$ cat src/rtl/gradient_pkg.sv
// gradient_pkg
//   Shared definitions for the batch gradient datapath: sequencer FSM state
//   encoding and the line/lane geometry constants also used by the
//   gradient calculator.
//   No ports (package).
package gradient_pkg;

    localparam int unsigned FLOAT_SIZE    = 32;
    localparam int unsigned DATALINE_SIZE = 16;
    localparam int unsigned DATA_WIDTH    = FLOAT_SIZE * DATALINE_SIZE;

    typedef enum logic [1:0] {
        ST_IDLE   = 2'd0,
        ST_STREAM = 2'd1,
        ST_DRAIN  = 2'd2
    } seq_state_e;

endpackage

$ cat src/rtl/gradient_credit_counter.sv
// gradient_credit_counter
//   Tracks batches in flight (last line sent, gradient not yet returned).
//   Ports:
//     clk, rst        clock, synchronous active-high reset
//     clr             clear count at start of a job (flag is kept)
//     inc             a batch's last line was accepted
//     dec             a gradient result returned
//     inflight        current in-flight count
//     full            inflight has reached MAX_INFLIGHT
//     err_underflow   sticky: dec seen with nothing in flight (cleared by rst)
module gradient_credit_counter #(
    parameter int unsigned MAX_INFLIGHT = 4,
    parameter int unsigned CREDIT_WIDTH = 3
) (
    input  logic                    clk,
    input  logic                    rst,
    input  logic                    clr,
    input  logic                    inc,
    input  logic                    dec,
    output logic [CREDIT_WIDTH-1:0] inflight,
    output logic                    full,
    output logic                    err_underflow
);

    logic [CREDIT_WIDTH-1:0] inflight_q, inflight_d;
    logic                    err_q, err_d;

    always_comb begin
        inflight_d = inflight_q;
        err_d      = err_q;
        if (clr) begin
            inflight_d = '0;
        end else if (inc && !dec) begin
            inflight_d = inflight_q + CREDIT_WIDTH'(1);
        end else if (dec && !inc) begin
            // Saturate at zero; a stray result only raises the flag.
            if (inflight_q == '0) begin
                err_d = 1'b1;
            end else begin
                inflight_d = inflight_q - CREDIT_WIDTH'(1);
            end
        end
    end

    always_ff @(posedge clk) begin
        if (rst) begin
            inflight_q <= '0;
            err_q      <= 1'b0;
        end else begin
            inflight_q <= inflight_d;
            err_q      <= err_d;
        end
    end

    assign inflight      = inflight_q;
    assign full          = (inflight_q >= CREDIT_WIDTH'(MAX_INFLIGHT));
    assign err_underflow = err_q;

endmodule

$ cat src/rtl/gradient_batch_sequencer.sv
// gradient_batch_sequencer
//   Frames the rx AXIS stream into batches of N lines for the batch gradient
//   calculator, flags the last line of each batch with TLAST, limits batches
//   in flight to MAX_INFLIGHT, runs cfg_num_batches batches, drains, then
//   pulses done.
//   Ports:
//     clk, rst                    clock, synchronous active-high reset
//     cfg_N, cfg_num_batches      job config, taken on cfg_valid in IDLE
//     cfg_valid / cfg_ready       config handshake (ready only in IDLE)
//     s_axis_rx_data_*            rx line stream in
//     m_axis_grad_*               registered line stream to calculator
//     m_N                         N latched for the job
//     result_TVALID               one pulse per returned batch gradient
//     busy, done                  job status; done pulses on DRAIN->IDLE
//     batches_sent                batches whose TLAST has been issued
//     err_underflow               sticky: result with nothing in flight
module gradient_batch_sequencer #(
    parameter int unsigned DATA_WIDTH   = gradient_pkg::DATA_WIDTH,
    parameter int unsigned N_WIDTH      = 32,
    parameter int unsigned BATCH_WIDTH  = 16,
    parameter int unsigned MAX_INFLIGHT = 4,
    parameter int unsigned CREDIT_WIDTH = 3
) (
    input  logic                   clk,
    input  logic                   rst,
    input  logic [N_WIDTH-1:0]     cfg_N,
    input  logic [BATCH_WIDTH-1:0] cfg_num_batches,
    input  logic                   cfg_valid,
    output logic                   cfg_ready,
    input  logic [DATA_WIDTH-1:0]  s_axis_rx_data_TDATA,
    input  logic                   s_axis_rx_data_TVALID,
    output logic                   s_axis_rx_data_TREADY,
    output logic [DATA_WIDTH-1:0]  m_axis_grad_TDATA,
    output logic                   m_axis_grad_TVALID,
    output logic                   m_axis_grad_TLAST,
    output logic [N_WIDTH-1:0]     m_N,
    input  logic                   result_TVALID,
    output logic                   busy,
    output logic                   done,
    output logic [BATCH_WIDTH-1:0] batches_sent,
    output logic                   err_underflow
);

    import gradient_pkg::*;

    seq_state_e               state_q, state_d;
    logic [N_WIDTH-1:0]       n_q, n_d;
    logic [N_WIDTH-1:0]       line_cnt_q, line_cnt_d;
    logic [BATCH_WIDTH-1:0]   num_batches_q, num_batches_d;
    logic [BATCH_WIDTH-1:0]   batches_sent_q, batches_sent_d;
    logic [DATA_WIDTH-1:0]    tdata_q, tdata_d;
    logic                     tvalid_q, tvalid_d;
    logic                     tlast_q, tlast_d;
    logic                     done_q, done_d;

    logic [CREDIT_WIDTH-1:0]  inflight;
    logic                     credit_full;
    logic                     cfg_start;
    logic                     accept;
    logic                     last_line;
    logic                     batch_close;
    logic                     final_batch;
    logic                     drain_exit;

    assign cfg_start   = (state_q == ST_IDLE) && cfg_valid &&
                         (cfg_N != '0) && (cfg_num_batches != '0);
    assign accept      = s_axis_rx_data_TVALID && s_axis_rx_data_TREADY;
    assign last_line   = (line_cnt_q == (n_q - N_WIDTH'(1)));
    assign batch_close = accept && last_line;
    assign final_batch = (batches_sent_q == (num_batches_q - BATCH_WIDTH'(1)));
    // Leave DRAIN on the same cycle the final result brings the count to zero.
    assign drain_exit  = (inflight == '0) ||
                         ((inflight == CREDIT_WIDTH'(1)) && result_TVALID);

    gradient_credit_counter #(
        .MAX_INFLIGHT (MAX_INFLIGHT),
        .CREDIT_WIDTH (CREDIT_WIDTH)
    ) u_credit (
        .clk           (clk),
        .rst           (rst),
        .clr           (cfg_start),
        .inc           (batch_close),
        .dec           (result_TVALID),
        .inflight      (inflight),
        .full          (credit_full),
        .err_underflow (err_underflow)
    );

    // FSM: state register
    always_ff @(posedge clk) begin
        if (rst) begin
            state_q <= ST_IDLE;
        end else begin
            state_q <= state_d;
        end
    end

    // FSM: next state
    always_comb begin
        state_d = state_q;
        case (state_q)
            ST_IDLE:   if (cfg_start)                  state_d = ST_STREAM;
            ST_STREAM: if (batch_close && final_batch) state_d = ST_DRAIN;
            ST_DRAIN:  if (drain_exit)                 state_d = ST_IDLE;
            default:                                   state_d = ST_IDLE;
        endcase
    end

    // FSM: outputs (registers only, never from TVALID)
    always_comb begin
        cfg_ready             = (state_q == ST_IDLE);
        busy                  = (state_q != ST_IDLE);
        s_axis_rx_data_TREADY = (state_q == ST_STREAM) && !credit_full;
    end

    // Datapath: job config, line counter, output register
    always_comb begin
        n_d            = n_q;
        num_batches_d  = num_batches_q;
        line_cnt_d     = line_cnt_q;
        batches_sent_d = batches_sent_q;
        tdata_d        = tdata_q;
        tvalid_d       = accept;
        tlast_d        = batch_close;
        done_d         = (state_q == ST_DRAIN) && drain_exit;

        if (cfg_start) begin
            n_d            = cfg_N;
            num_batches_d  = cfg_num_batches;
            line_cnt_d     = '0;
            batches_sent_d = '0;
        end
        if (accept) begin
            tdata_d    = s_axis_rx_data_TDATA;
            line_cnt_d = last_line ? '0 : line_cnt_q + N_WIDTH'(1);
        end
        if (batch_close) begin
            batches_sent_d = batches_sent_q + BATCH_WIDTH'(1);
        end
    end

    always_ff @(posedge clk) begin
        if (rst) begin
            n_q            <= '0;
            num_batches_q  <= '0;
            line_cnt_q     <= '0;
            batches_sent_q <= '0;
            tdata_q        <= '0;
            tvalid_q       <= 1'b0;
            tlast_q        <= 1'b0;
            done_q         <= 1'b0;
        end else begin
            n_q            <= n_d;
            num_batches_q  <= num_batches_d;
            line_cnt_q     <= line_cnt_d;
            batches_sent_q <= batches_sent_d;
            tdata_q        <= tdata_d;
            tvalid_q       <= tvalid_d;
            tlast_q        <= tlast_d;
            done_q         <= done_d;
        end
    end

    assign m_axis_grad_TDATA  = tdata_q;
    assign m_axis_grad_TVALID = tvalid_q;
    assign m_axis_grad_TLAST  = tlast_q;
    assign m_N                = n_q;
    assign done               = done_q;
    assign batches_sent       = batches_sent_q;

endmodule

$ cat config.mk
export PLATFORM = sky130hd
export DESIGN_NAME = gradient_batch_sequencer
export DESIGN_NICKNAME = d
export VERILOG_FILES = /design/src/rtl/gradient_pkg.sv /design/src/rtl/gradient_credit_counter.sv /design/src/rtl/gradient_batch_sequencer.sv
export SDC_FILE = /design/constraint.sdc
export NUM_CORES = 1
export LEC_CHECK = 0
export CORE_AREA = 2 2 436 438
export DETAILED_ROUTE_END_ITERATION = 10
export DIE_AREA = 0 0 438 440
export GPL_TIMING_DRIVEN = 0
export PLACE_DENSITY = 0.43
export SYNTH_ARGS = -nofsm -noshare
export SYNTH_HDL_FRONTEND = slang
export SYNTH_SLANG_ARGS = --single-unit
$ cat constraint.sdc
create_clock -name clk -period 7.5 [get_ports clk]
set_input_delay 1.5 -clock clk [delete_from_list [all_inputs] [get_ports clk]]
set_output_delay 1.5 -clock clk [all_outputs]
set_load 0.01 [all_outputs]
==> results by group <==
Run
  • Max-capacitance violation count: 0

Logic synthesis
  • Syn. warnings: 0
  • Post-synthesis simple-gate area fraction: 24.92%
  • Sequential share of the synthesized area: 52.00%
  • Largest family of logic cells by synthesized area: simple AND/OR/NAND/NOR gates
  • Compound-Gate Fraction of Synth Area: 15.33%
  • Async set-reset flop share out of synthesis: 0%
  • Adder-cell share of the synthesized area: 0.5267%
  • Synthesized net count: 3,635
  • Number of enable-type register cells in the synthesized netlist: 0
  • Netlist area before placement: 0.02376 mm²
  • Proportion of synthesized area in mux cells: 0.6215%
  • Synthesized-area fraction occupied by xor and xnor cells: 2.581%
  • Per-instance average area after synthesis: 7.763 µm²
  • Count of different cell masters after synthesis: 66
  • Main synth FF type: sky130_fd_sc_hd__dfxtp_1
  • Synthesized netlist cell count: 3,060
  • #FFs+latches synth: 617

Place
  • Final estimated routing congestion in global placement: 0.9089
  • Buffers added on ports: 1,130
  • DP Wirelength: 141,200 µm

Cells and area
  • Register cell area after layout: 0.01235 mm²
  • Fraction of layout cells with a size suffix above 1: 4.264%
  • Net count reported at finish: 4,850
  • Area overhead of the layout relative to synthesis: 73.04%
  • Area of the multi-input gates: 0.01046 mm²
  • Number of fill cells in the layout: 21,059

Clock tree
  • TritonCTS Buffers: 80
  • Clock tree root driver cell: sky130_fd_sc_hd__clkbuf_16
  • Clock latency reported for the late side of the worst-skew pair: 0.72 ns
  • Number of sinks on the clock net: 617
  • Hold Buf Count CTS: 0
  • Buffer count from post-CTS setup fixing: 0
  • CTS Buffer Depth: 3
  • Post-CTS sizing: 0
  • Clk slew on worst S/H paths: 0.06 ns
  • Depth of the CTS H-tree: 3
  • TritonCTS clock tree: built

Route
  • First drt pass iteration count: 5
  • Via total after detailed routing: 26,332
  • Wire length after detailed routing: 168,300 µm
  • Detailed router's first-iteration violation count: 1,442
  • DRC viols: 0
  • Number of antenna-violating nets in the routed design: 0
  • Post-DR wirelength/cell: 24.51 µm
  • Mean number of vias per cell: 3.834

Floorplan
  • Starting density of the core: 12.60%
  • Std-Cell Rows: 160
  • Top-level I/O count: 1,132
  • Horizontal die dimension: 438 µm
  • Core ar.: 0.1886 mm²
  • Die area: 0.1927 mm²
  • Die Span Y: 440 µm

Setup path
  • Startpoint-to-endpoint class of the critical path: reg2reg
  • Critical Path Fanout Max: 10
  • R2r startpoint: m_N[3]
  • Launch point of the worst path: m_N[3]
  • Arrival time reported for the critical path endpoint: 5.16 ns
  • Critical path data required time: 8.08 ns
  • Kind of end point of the critical path: flip-flop
  • CP Launch Type: flip-flop

STA
  • Slew at the pin closest to its max-slew limit: 1.213 ns
  • Final hold violation count: 0
  • Post-route worst hold slack: 0.4513 ns
  • Total negative slack for setup checks: 0 ns
  • Final Setup Violations: 0
  • Post-route clock period utilization: 61.06%
  • Final worst path period need: 4.579 ns
  • Max-slew headroom: 19.16%
  • Number of max-slew violations in the final report: 0
  • Fmax: 218.4 MHz
  • Unrepaired setup endpoints after global routing: false
  • Clock skew after layout: 0.02474 ns

Min path
  • Startpoint of the worst hold path: m_axis_grad_TDATA[291]
  • Min-delay worst type: reg2reg

Outcome
  • Outcome: finished, final reports clean

Power
  • VDD IR-drop max: 0.1528 mV
  • Post-route total power: 9.114 mW
  • Power per cell area: 221.7 mW/mm²
  • Leakage power figure: 13.70 nW

Global routing
  • Pin count of the biggest net entering global routing: 13
  • Via count of the first global-routing pass: 25,756
  • Global-route wire length before repair: 221,800 µm
  • Final global-route overflow total: 0
  • Total routing usage reported by global routing: 16.68%
  • Antenna violations before repair: 32
==> cell families (layout without fill, tap and decap cells) <==
kind of cell	after synthesis	after routing
AND/OR/NAND/NOR	1424	1424
adder cells (fa/ha/maj)	10	10
other	0	18
flip-flops	617	617
multiplexers	14	14
buffers and inverters	243	1522
AO/OA/AOI/OAI	682	682
XOR/XNOR	70	70
==> per-layer routing <==
| layer | wire length, µm | GRT usage (%) | vias up |
|---|---|---|---|
| met5 | 138 | 0 | - |
| met4 | 4197 | 5.006 | 22 |
| met3 | 11090 | 4.635 | 175 |
| met2 | 85120 | 29.49 | 875 |
| met1 | 67800 | 19.43 | 12667 |
| li1 | - | - | 12593 |
==> critical path, cell delays in order, from the launching register on <==
cell,delay (ns)
sky130_fd_sc_hd__dfxtp_1,0.34
sky130_fd_sc_hd__clkbuf_1,0.22
sky130_fd_sc_hd__nor4_2,1.02
sky130_fd_sc_hd__nand3_1,0.31
sky130_fd_sc_hd__nor4_1,0.41
sky130_fd_sc_hd__xnor2_1,0.23
sky130_fd_sc_hd__nor4b_1,0.28
sky130_fd_sc_hd__nand4b_1,0.12
sky130_fd_sc_hd__nor3_1,0.44
sky130_fd_sc_hd__nand3_1,0.23
sky130_fd_sc_hd__ha_1,0.40
sky130_fd_sc_hd__nor3_1,0.25
sky130_fd_sc_hd__nand2_1,0.08
sky130_fd_sc_hd__o21ai_0,0.08
sky130_fd_sc_hd__a211oi_1,0.07
==> stage by stage <==
step | worst slack, ns | utilization, % | area (µm²) | cells
after floorplan | 4.014 | - | 23760 | 3060
after global placement | 1.277 | 20.26 | 38210 | 6701
after detailed placement | 2.091 | 20.29 | 38270 | 6704
after CTS | 2.846 | 21.77 | 41060 | 6850
after global routing | 2.407 | 21.78 | 41080 | 6858
final | 2.921 | 21.80 | 41110 | 6868
==> Yosys cell counts, types with 3 or more instances <==
master / n / area (µm²)
sky130_fd_sc_hd__xnor2_1: 45 / 394.1
sky130_fd_sc_hd__a21oi_1: 578 / 2893
sky130_fd_sc_hd__or3_1: 12 / 75.07
sky130_fd_sc_hd__inv_1: 25 / 93.84
sky130_fd_sc_hd__nor4_2: 4 / 50.05
sky130_fd_sc_hd__o21ai_1: 10 / 50.05
sky130_fd_sc_hd__nor4_1: 21 / 131.4
sky130_fd_sc_hd__nor3_1: 14 / 70.07
sky130_fd_sc_hd__nand3_1: 31 / 155.2
sky130_fd_sc_hd__or4_4: 4 / 45.04
sky130_fd_sc_hd__a21o_1: 12 / 90.09
sky130_fd_sc_hd__mux2i_1: 8 / 80.08
sky130_fd_sc_hd__or4_1: 3 / 22.52
sky130_fd_sc_hd__xor2_1: 25 / 219.0
sky130_fd_sc_hd__o21ai_0: 16 / 80.08
sky130_fd_sc_hd__nand2b_1: 14 / 87.58
sky130_fd_sc_hd__nand3b_1: 5 / 37.54
sky130_fd_sc_hd__dfxtp_1: 617 / 12350
sky130_fd_sc_hd__o311ai_1: 10 / 87.58
sky130_fd_sc_hd__nor3b_1: 4 / 30.03
sky130_fd_sc_hd__nand2_1: 1186 / 4452
sky130_fd_sc_hd__o2111ai_1: 4 / 35.03
sky130_fd_sc_hd__and2_1: 5 / 31.28
sky130_fd_sc_hd__o41ai_1: 3 / 26.28
sky130_fd_sc_hd__nand4b_1: 5 / 43.79
sky130_fd_sc_hd__nor2_1: 48 / 180.2
sky130_fd_sc_hd__a22o_1: 7 / 61.31
sky130_fd_sc_hd__o21a_1: 3 / 22.52
sky130_fd_sc_hd__ha_1: 10 / 125.1
sky130_fd_sc_hd__buf_2: 4 / 20.02
sky130_fd_sc_hd__buf_1: 4 / 15.01
sky130_fd_sc_hd__mux2_2: 6 / 67.56
sky130_fd_sc_hd__clkbuf_1: 204 / 765.7
sky130_fd_sc_hd__nor2b_1: 5 / 31.28
sky130_fd_sc_hd__or2_2: 9 / 56.30
sky130_fd_sc_hd__a211oi_1: 4 / 30.03
sky130_fd_sc_hd__and3_1: 14 / 87.58
sky130_fd_sc_hd__and4_1: 3 / 26.28
sky130_fd_sc_hd__nand4_1: 25 / 156.4
sky130_fd_sc_hd__o22ai_1: 4 / 25.02
sky130_fd_sc_hd__a31oi_1: 13 / 81.33
sky130_fd_sc_hd__buf_6: 4 / 45.04
==> state kept, by name (all words and copies together), names as in the netlist <==
signal and cells:
done 1, u_credit.inflight 3, m_N 32, m_axis_grad_TDATA 512
line_cnt_q 32, u_credit.err_underflow 1, state_q 2, m_axis_grad_TVALID 1
batches_sent 16, m_axis_grad_TLAST 1, num_batches_q 16
==> layout make-up <==
cell class              count  area share, %
diodes                     18         0.1096
plain buffers             218          2.109
clock buffers             117          5.896
clock inverters            29         0.8979
inverters                  25         0.2283
multi-input cells        2200          25.45
flip-flops and latches    617          30.05
well taps                2511          7.643
repair buffers           1133          27.62
==> cell usage in the layout (no fill, tap or decap), types with 24 or more instances in the layout <==
| cell type | count |
|---|---|
| sky130_fd_sc_hd__dfxtp_1 | 617 |
| sky130_fd_sc_hd__xnor2_1 | 45 |
| sky130_fd_sc_hd__nand3_1 | 31 |
| sky130_fd_sc_hd__a21oi_1 | 578 |
| sky130_fd_sc_hd__nand4_1 | 25 |
| sky130_fd_sc_hd__clkdlybuf4s50_1 | 1130 |
| sky130_fd_sc_hd__clkbuf_8 | 24 |
| sky130_fd_sc_hd__clkbuf_1 | 210 |
| sky130_fd_sc_hd__inv_1 | 25 |
| sky130_fd_sc_hd__clkbuf_16 | 82 |
| sky130_fd_sc_hd__nor2_1 | 48 |
| sky130_fd_sc_hd__nand2_1 | 1186 |
| sky130_fd_sc_hd__xor2_1 | 25 |
==> final timing paths <==
check | slack [ns] | to | cells after the start
min reg2reg | 0.45 | m_axis_grad_TDATA[291] | 2
min | 0.45 | m_axis_grad_TDATA[291] | 2
max | 2.92 | u_credit.inflight[2] | 14
max reg2reg | 2.92 | u_credit.inflight[2] | 14
==> report_power, final <==
part | total [mW] | switching, mW | internal [mW]
Clock | 4.14 | 1.68 | 2.46
Combinational | 1.43 | 0.761 | 0.671
Sequential | 3.54 | 0.123 | 3.42
Total | 9.11 | 2.56 | 6.55
Power figures use the tool's default switching activity.
